--- config.mk ---
export PLATFORM = sky130hd
export DESIGN_NAME = eth_xgmii_tx_framer
export DESIGN_NICKNAME = d
export VERILOG_FILES = /design/src/rtl/eth_xgmii_tx_framer.sv
export SDC_FILE = /design/constraint.sdc
export NUM_CORES = 1
export LEC_CHECK = 0
export ABC_AREA = 1
export ABC_CLOCK_PERIOD_IN_PS = 4000
export BUFFER_PORTS_ARGS = -buffer_cell sky130_fd_sc_hd__buf_4
export CORE_MARGIN = 1
export CORE_UTILIZATION = 49
export CTS_CLUSTER_DIAMETER = 30
export DETAILED_ROUTE_END_ITERATION = 8
export GPL_ROUTABILITY_DRIVEN = 0
export HOLD_SLACK_MARGIN = 0.06
export PLACE_DENSITY = 0.81
export RECOVER_POWER = 50
export SKIP_CTS_REPAIR_TIMING = 1
export SLEW_MARGIN = 40
export SYNTH_ARGS = -nofsm -noshare
export SYNTH_HDL_FRONTEND = slang
export SYNTH_SLANG_ARGS = --single-unit
--- constraint.sdc ---
create_clock -name tx_clk -period 4 [get_ports tx_clk]
set_input_delay 0.2 -clock tx_clk [delete_from_list [all_inputs] [get_ports tx_clk]]
set_output_delay 0.2 -clock tx_clk [all_outputs]
set_load 0.05 [all_outputs]
--- src/rtl/eth_xgmii_tx_framer.sv ---
// -----------------------------------------------------------------------------
// eth_xgmii_tx_framer
//
// Converts 64-bit AXI-stream frames into 64-bit XGMII words for eth_phy_10g.
// It adds the start/preamble/SFD word, places the terminate from tkeep on the
// last beat, enforces the minimum inter-frame gap, and substitutes error words
// while the upstream source underruns mid-frame. Payload, including any FCS,
// passes through unchanged.
//
// Ports:
//   tx_clk, tx_rst   clock and synchronous active-high reset
//   cfg_tx_enable    1 = new frames may start (a frame in flight always completes)
//   s_axis_*         64-bit AXI-stream payload input, lane0 = bits[7:0] sent first
//   xgmii_txd/txc    registered XGMII data/control to eth_phy_10g
//   tx_underrun      one-cycle pulse for each error word emitted
//   frame_count      frames terminated, wraps 0xFFFF -> 0
// -----------------------------------------------------------------------------
module eth_xgmii_tx_framer #(
  parameter int DATA_WIDTH    = 64,
  parameter int CTRL_WIDTH    = DATA_WIDTH / 8,
  parameter int MIN_IFG_BYTES = 12
) (
  input  logic                  tx_clk,
  input  logic                  tx_rst,
  input  logic                  cfg_tx_enable,
  input  logic [DATA_WIDTH-1:0] s_axis_tdata,
  input  logic [CTRL_WIDTH-1:0] s_axis_tkeep,
  input  logic                  s_axis_tvalid,
  output logic                  s_axis_tready,
  input  logic                  s_axis_tlast,
  output logic [DATA_WIDTH-1:0] xgmii_txd,
  output logic [CTRL_WIDTH-1:0] xgmii_txc,
  output logic                  tx_underrun,
  output logic [15:0]           frame_count
);

  localparam logic [7:0] C_IDLE  = 8'h07;
  localparam logic [7:0] C_START = 8'hFB;
  localparam logic [7:0] C_TERM  = 8'hFD;
  localparam logic [7:0] C_ERROR = 8'hFE;
  localparam logic [7:0] C_PRE   = 8'h55;
  localparam logic [7:0] C_SFD   = 8'hD5;

  localparam logic [DATA_WIDTH-1:0] IDLE_WORD  = {CTRL_WIDTH{C_IDLE}};
  localparam logic [DATA_WIDTH-1:0] ERROR_WORD = {CTRL_WIDTH{C_ERROR}};
  localparam logic [DATA_WIDTH-1:0] START_WORD = {C_SFD, {(CTRL_WIDTH-2){C_PRE}}, C_START};

  // Longest gap needed is when the terminate word carries no idle bytes.
  localparam int IFG_WORDS_MAX = (MIN_IFG_BYTES + 7) / 8;
  localparam int CNT_W         = $clog2(IFG_WORDS_MAX + 2);
  localparam int LANE_W        = $clog2(CTRL_WIDTH + 1);

  typedef enum logic [1:0] {
    ST_IDLE,
    ST_DATA,
    ST_TERM,
    ST_IFG
  } state_e;

  state_e                  state_q, state_d;
  logic [CNT_W-1:0]        ifg_cnt_q, ifg_cnt_d;
  logic [DATA_WIDTH-1:0]   txd_q, txd_d;
  logic [CTRL_WIDTH-1:0]   txc_q, txc_d;
  logic                    underrun_q, underrun_d;
  logic [15:0]             frame_count_q, frame_count_d;

  logic [LANE_W-1:0]       last_n;
  logic                    last_full;
  logic [CNT_W-1:0]        ifg_load;
  logic                    start_ok;

  assign s_axis_tready = (state_q == ST_DATA);
  assign xgmii_txd     = txd_q;
  assign xgmii_txc     = txc_q;
  assign tx_underrun   = underrun_q;
  assign frame_count   = frame_count_q;

  assign start_ok = cfg_tx_enable && s_axis_tvalid;

  // Valid byte count on the last beat: index of the first zero in tkeep, so a
  // non-contiguous mask is cut at its first hole.
  always_comb begin
    logic found;
    // NOTE: every variable assigned in a combinational block gets a default
    // first, so no path can leave it unassigned and infer a latch.
    last_n = LANE_W'(CTRL_WIDTH);
    found  = 1'b0;
    for (int i = 0; i < CTRL_WIDTH; i++) begin
      if (!found && !s_axis_tkeep[i]) begin
        last_n = LANE_W'(i);
        found  = 1'b1;
      end
    end
  end

  assign last_full = (last_n == LANE_W'(CTRL_WIDTH));

  // Idle words still owed after the terminate word so that, counting the idle
  // lanes already inside it, at least MIN_IFG_BYTES idle bytes precede the next
  // start. At least one full idle word is always sent so a start never sits
  // directly after a terminate.
  always_comb begin
    int idle_bytes;
    int ifg_words;
    if (state_q == ST_TERM) idle_bytes = CTRL_WIDTH - 1;
    else                    idle_bytes = CTRL_WIDTH - 1 - int'(last_n);
    ifg_words = (MIN_IFG_BYTES - idle_bytes + 7) / 8;
    if (ifg_words < 1) ifg_words = 1;
    ifg_load = CNT_W'(ifg_words);
  end

  // Next-state logic.
  always_comb begin
    state_d   = state_q;
    ifg_cnt_d = ifg_cnt_q;
    unique case (state_q)
      ST_IDLE: begin
        if (start_ok) state_d = ST_DATA;
      end
      ST_DATA: begin
        if (s_axis_tvalid && s_axis_tlast) begin
          if (last_full) begin
            state_d = ST_TERM;
          end else begin
            state_d   = ST_IFG;
            ifg_cnt_d = ifg_load;
          end
        end
      end
      ST_TERM: begin
        state_d   = ST_IFG;
        ifg_cnt_d = ifg_load;
      end
      ST_IFG: begin
        ifg_cnt_d = ifg_cnt_q - CNT_W'(1);
        if (ifg_cnt_q <= CNT_W'(1)) state_d = ST_IDLE;
      end
      default: state_d = ST_IDLE;
    endcase
  end

  // Output logic: the XGMII word to register at the next edge.
  always_comb begin
    txd_d         = IDLE_WORD;
    txc_d         = '1;
    underrun_d    = 1'b0;
    frame_count_d = frame_count_q;
    unique case (state_q)
      ST_IDLE: begin
        if (start_ok) begin
          txd_d = START_WORD;
          txc_d = CTRL_WIDTH'(1);
        end
      end
      ST_DATA: begin
        if (!s_axis_tvalid) begin
          // Source ran dry mid-frame: poison the frame instead of stretching it.
          txd_d      = ERROR_WORD;
          underrun_d = 1'b1;
        end else if (!s_axis_tlast || last_full) begin
          txd_d = s_axis_tdata;
          txc_d = '0;
        end else begin
          // Partial last beat: data lanes, terminate right after, idles above.
          for (int i = 0; i < CTRL_WIDTH; i++) begin
            if (LANE_W'(i) < last_n) begin
              txd_d[8*i +: 8] = s_axis_tdata[8*i +: 8];
              txc_d[i]        = 1'b0;
            end else if (LANE_W'(i) == last_n) begin
              txd_d[8*i +: 8] = C_TERM;
            end
          end
          frame_count_d = frame_count_q + 16'd1;
        end
      end
      ST_TERM: begin
        txd_d[7:0]    = C_TERM;
        frame_count_d = frame_count_q + 16'd1;
      end
      default: ;
    endcase
  end

  // State register. A reset mid-frame drops straight to idle without a
  // terminate; the PHY sees the truncated frame as a framing error.
  always_ff @(posedge tx_clk) begin
    // NOTE: sequential state uses non-blocking assignments so every register
    // samples pre-edge values regardless of statement order.
    if (tx_rst) begin
      state_q       <= ST_IDLE;
      ifg_cnt_q     <= '0;
      txd_q         <= IDLE_WORD;
      txc_q         <= '1;
      underrun_q    <= 1'b0;
      frame_count_q <= '0;
    end else begin
      state_q       <= state_d;
      ifg_cnt_q     <= ifg_cnt_d;
      txd_q         <= txd_d;
      txc_q         <= txc_d;
      underrun_q    <= underrun_d;
      frame_count_q <= frame_count_d;
    end
  end

endmodule
# Yosys cells after proc, flatten, opt, wreduce, memory -nomap -nowiden
# Cells that the tools add are included.
# totals
register_bits	93
in_bits	77
out_inout_bits	90
word_cells	136
# op_classes
n_bitwise	2
n_lt_le_gt_ge	10
n_reduce_logical	33
addsub	6
n_mux	62
n_eq_ne	17
# ops
op	n
$mux 64	3
$mux 8	19
$pmux 56 s2	1
$add 32x1->32	1
$add 32x4->32 const B	1
$lt 32x2->1 const B	1
$mux 16	2
$mux 32	1
$mux 4	8
$pmux 16 s2	1
$sub 5x32->32 const A	1
$pmux 8 s3	1
$mux 1	17
$add 16x1->16 const B	1
$eq 3x4->1 const A	4
$lt 3x4->1 const A	4
$pmux 8 s2	1
$logic_not 1->1	14
$mux 2	6
$ne 2x2->1 const B	5
$logic_and 1x1->1	9
$reduce_and 3->1	3
$eq 2x4->1 const A	2
$lt 1x4->1 const A	2
20 further kinds	22

# Longest topological paths before layout
# depth
ltp_word	33
ltp_mapped	11
ltp_nobuf	10

# Worst setup path after synthesis
# Ideal clock, no wire load.
# synth_timing
path_kind	register to register
from	reg state_q[1]
to	reg txc_q[0] (netlist: xgmii_txc[0])
arrival_time_ps	2048
setup_slack_ps	1818
path_stages_with_launch	9
setup_ps	134
path_buffers	1
period_less_slack_ps	2182
t_required_ps	3866
cell_sequence	dfxtp_1 -> inv_1 -> ha_1 -> inv_1 -> nor2_1 -> inv_1 -> nor2_1 -> clkbuf_1 -> nand3_1
# synth_between
elab_chain_cells	2
elab_cells_between_ends	3
classes_between	eq/ne: 1; mux: 1; reduce/logical: 1
# synth_lines
item	line_no	rtl
from (decl)	60	state_e state_q, state_d;
from (signal assigned)	197	state_q <= state_d;
$eq 2x1->1	n/a	
via s_axis_tready	29	output logic s_axis_tready,
$pmux 8 s2	148	unique case (state_q)
to (signal assigned)	200	txc_q <= txc_d;
to (decl)	63	logic [CTRL_WIDTH-1:0] txc_q, txc_d;
# The timed path passes the listed nets, and every way through them passes these cells.
# A chain may end at the register's enable or synchronous reset.

# Worst setup path after layout
# layout_timing
from	in s_axis_tkeep[0]
to	reg txd_q[60] (netlist: xgmii_txd[60])
# layout_between
elab_chain_cells	26
elab_cells_between_ends	37
classes_between	order compare: 1; eq/ne: 2; mux: 20; reduce/logical: 14
# layout_lines
item	line_no	rtl
from (decl)	27	input logic [CTRL_WIDTH-1:0] s_axis_tkeep,
$mux 1 / $logic_and 1x1->1 (equally long branches)	89	if (!found && !s_axis_tkeep[i]) begin
$mux 1	89	
$logic_not 1->1	89	
$logic_and 1x1->1	89	
$mux 1	89	
$logic_not 1->1	89	
$logic_and 1x1->1	89	
$mux 1	89	
[8 not listed]	n/a	
$mux 1	89	
$logic_not 1->1	89	
$logic_and 1x1->1	89	
$mux 4 *	89	
branches (longest 3 deep; another with $lt 3x4->1)	n/a	
$mux 64 *	160	end else if (!s_axis_tlast || last_full) begin
$mux 64 *	156	if (!s_axis_tvalid) begin
$pmux 56 s2 *	148	
to (signal assigned)	199	txd_q <= txd_d;
to (decl)	62	logic [DATA_WIDTH-1:0] txd_q, txd_d;
# Every way passes the cells marked *.

==> results.md <==
- Top cell type's share of synthesized area: 42.9%
- DP HPWL: 9.53 mm
- Hold Path Class: input pin to register
- Final setup fails: 0
- Drt drc: 0
- Startpoint types: input pin
- # IOs: 167
- H-tree Lvls: 3
- Hold depth: 3
- Busiest grt layer: met2
- Most frequent cells in the layout: nand2_1, dfxtp_1, clkbuf_1
- Post-synthesis mux area share: 0%
- CTS tree: done
- Post-synthesis compound-gate area fraction: 14.9%
- CP peak stage delay: 0.85 ns
- #FFs+latches synth: 93
- Buffers on Ports: 166
- Ys async rst share: 0%
- Top delay family on crit path: simple AND/OR/NAND/NOR gates
- Period utilisation layout: 65.1%
- Crit end category: register
- R2r worst-path depth: 8
- Worst EP required: 4.24 ns
- DR vias: 4770
- CP max FO: 69
- Post-route insts no fill: 895
- Placed cell count: 866
- Antenna Cells: 0
- Leading cell type in the layout, fill and taps excluded: nand2_1
- Total CTS buffers: 9
- Sequential area share after synthesis: 42.9%
- Max VDD drop: 0.000442 V
- First drt pass iteration count: 4
- Initial antenna violation count: 0
- CP most frequent cell: nand2_1
- Antenna-violating nets left: 0
- Post-route minimum period: 2.60 ns
- Via/cell ratio: 5.33
- Syn_nets: 705
- Hold Slack: 0.0613 ns
- M3 GR Usage: 8.77%
- Unique masters post-synth: 30
- Final Max Slew Viols: 0
- Initial Utilization: 51.7%
- Power density over cell area: 617 nW/um^2
- Layout Nets: 869
- FMAX: 384 MHz
- Run status: complete, no violations
- Synth Instances: 621
- Grt met1 use: 34.7%
- Main synth FF type: dfxtp_1
- WP buf/inv: 2
- Clk buf depth: 2
- Synth top area cells: dfxtp_1, nand2_1, o21ai_0, inv_1, nand3_1
- Fillcell total: 821
- Core area: 8380 sq um
- Number of global-route vias before repair: 4290
- Max cap viols: 0
- Tot GR Track Use: 28.9%
- Post-Synth Simple-Gate Area: 28.6%
- XOR/XNOR share of the synthesized area: 1.62%
- Critical path type: input pin to register
- Total grt overflow: 0
- Yosys warns: 0
- GR Layer Usage met2: 48.1%
- Layout cell share with drive strength beyond 1: 13.3%
- Die width: 96.1 microns
- Pin count of the biggest net entering global routing: 70
- Pleak: 2.56 nW
- Synth-to-Final Area Change: 28.7%
- Total die area: 9230 sq um
- Std cell rows: 33
- Slew headroom: 30.3%
- Final WL: 13.3 mm
- Synth Area in Adders: 2.02%
- Post-Syn Area: 4340 sq um
- First-pass GRT wire length: 20.1 mm
- Critical Path Stages: 10
- CTS Sinks: 93
- Setup tns final: 0 ns
- CTS root buf: clkbuf_8
- Tightest Pin Transition: 1.04 ns
- Critical Path AT: 2.85 ns
- WL/cell: 14.9 microns
- Drt first-iter violations: 296
- Largest family of logic cells by synthesized area: simple AND/OR/NAND/NOR gates
- Syn Area/Cell: 6.98 sq um
- Clk_skew: 0.0103 ns
- Synth area leader: dfxtp_1
- Post-synth EDFFs: 0
- RSZ-0062 raised after global routing: false
- Slowest stage cell, crit path: nor3_1
- Die Ht: 96.1 microns
- Fin. Hold Viols: 0
- Critical path cell sequence: buf_4, nand2_1, nor3_1, nand4_4, nand2_4, inv_2, nand2_1, nand3_1, nand2_1, nand2_1
- Skew-Pair Late Insertion Delay: 0.38 ns
- Clk pin slew, worst setup/hold paths: 0.10 ns
-- sequential cells by signal (all words and copies together) (netlist names) --
register,flops
ifg_cnt_q,2
xgmii_txc,8
tx_underrun,1
state_q,2
xgmii_txd,64
frame_count,16
-- routing by layer --
layer  wire length (microns)  vias to the layer above
li1                        -                     2315
met1                    5340                     2208
met2                    6350                      218
met3                    1210                       29
met4                     390                        0
met5                       0                        -
-- final cells by class --
| type | instances | area [sq um] | share of cell area, % |
|---|---|---|---|
| clock inverters | 7 | 87.6 | 1.57 |
| multi-input cells | 425 | 2030 | 36.4 |
| well taps | 105 | 131 | 2.35 |
| flip-flops and latches | 93 | 1860 | 33.4 |
| inverters | 74 | 278 | 4.98 |
| clock buffers | 9 | 124 | 2.22 |
| repair buffers | 182 | 1060 | 19.1 |
-- cell families (layout without fill, tap and decap cells) --
group           Yosys count  count (layout)
simple gates            288             288
compound gates          122             122
buf+inv                 103             272
flops                    93              93
xor+xnor                  8               8
fa+ha+maj                 7               7
-- synth_stat cells (5+ instances only) --
cell type / number
nand2_1: 173
dfxtp_1: 93
inv_1: 72
o21ai_0: 72
nand3_1: 53
nor2_1: 36
a21oi_1: 26
clkbuf_1: 14
nor3_1: 13
o21a_1: 10
o21ai_1: 9
ha_1: 7
buf_2: 5
-- where the power goes --
part / leakage [nW] / internal (W) / switching (W)
logic: 1.70 / 0.000292 / 0.00124
registers: 0.761 / 0.00115 / 0.0000847
clock network: 0.108 / 0.000304 / 0.000375
total: 2.56 / 0.00174 / 0.00170
-- metrics by stage --
stage	util (%)	power, W	instance area, sq um	worst slack (ns)
3_3_place_gp	66.7	0.00292	5590	1.74
5_1_grt	66.6	0.00361	5580	1.11
2_1_floorplan	-	0.00242	4340	1.82
4_1_cts	69.2	0.00362	5800	1.74
6_report	66.6	0.00345	5580	1.40
3_5_place_dp	66.7	0.00295	5590	1.61
-- final timing paths --
check / from / to / slack, ns
max: s_axis_tkeep[0] / xgmii_txd[60] / 1.40
min: s_axis_tdata[16] / xgmii_txd[16] / 0.06
max reg2reg: state_q[1] / xgmii_txc[0] / 1.67
min reg2reg: ifg_cnt_q[1] / ifg_cnt_q[1] / 0.51
-- worst min-delay path, stage by stage --
cell and delay (ns):
buf_4 0.08, o21ai_0 0.08, nand2_1 0.06
No activity file was read; power rests on OpenSTA's default activity.
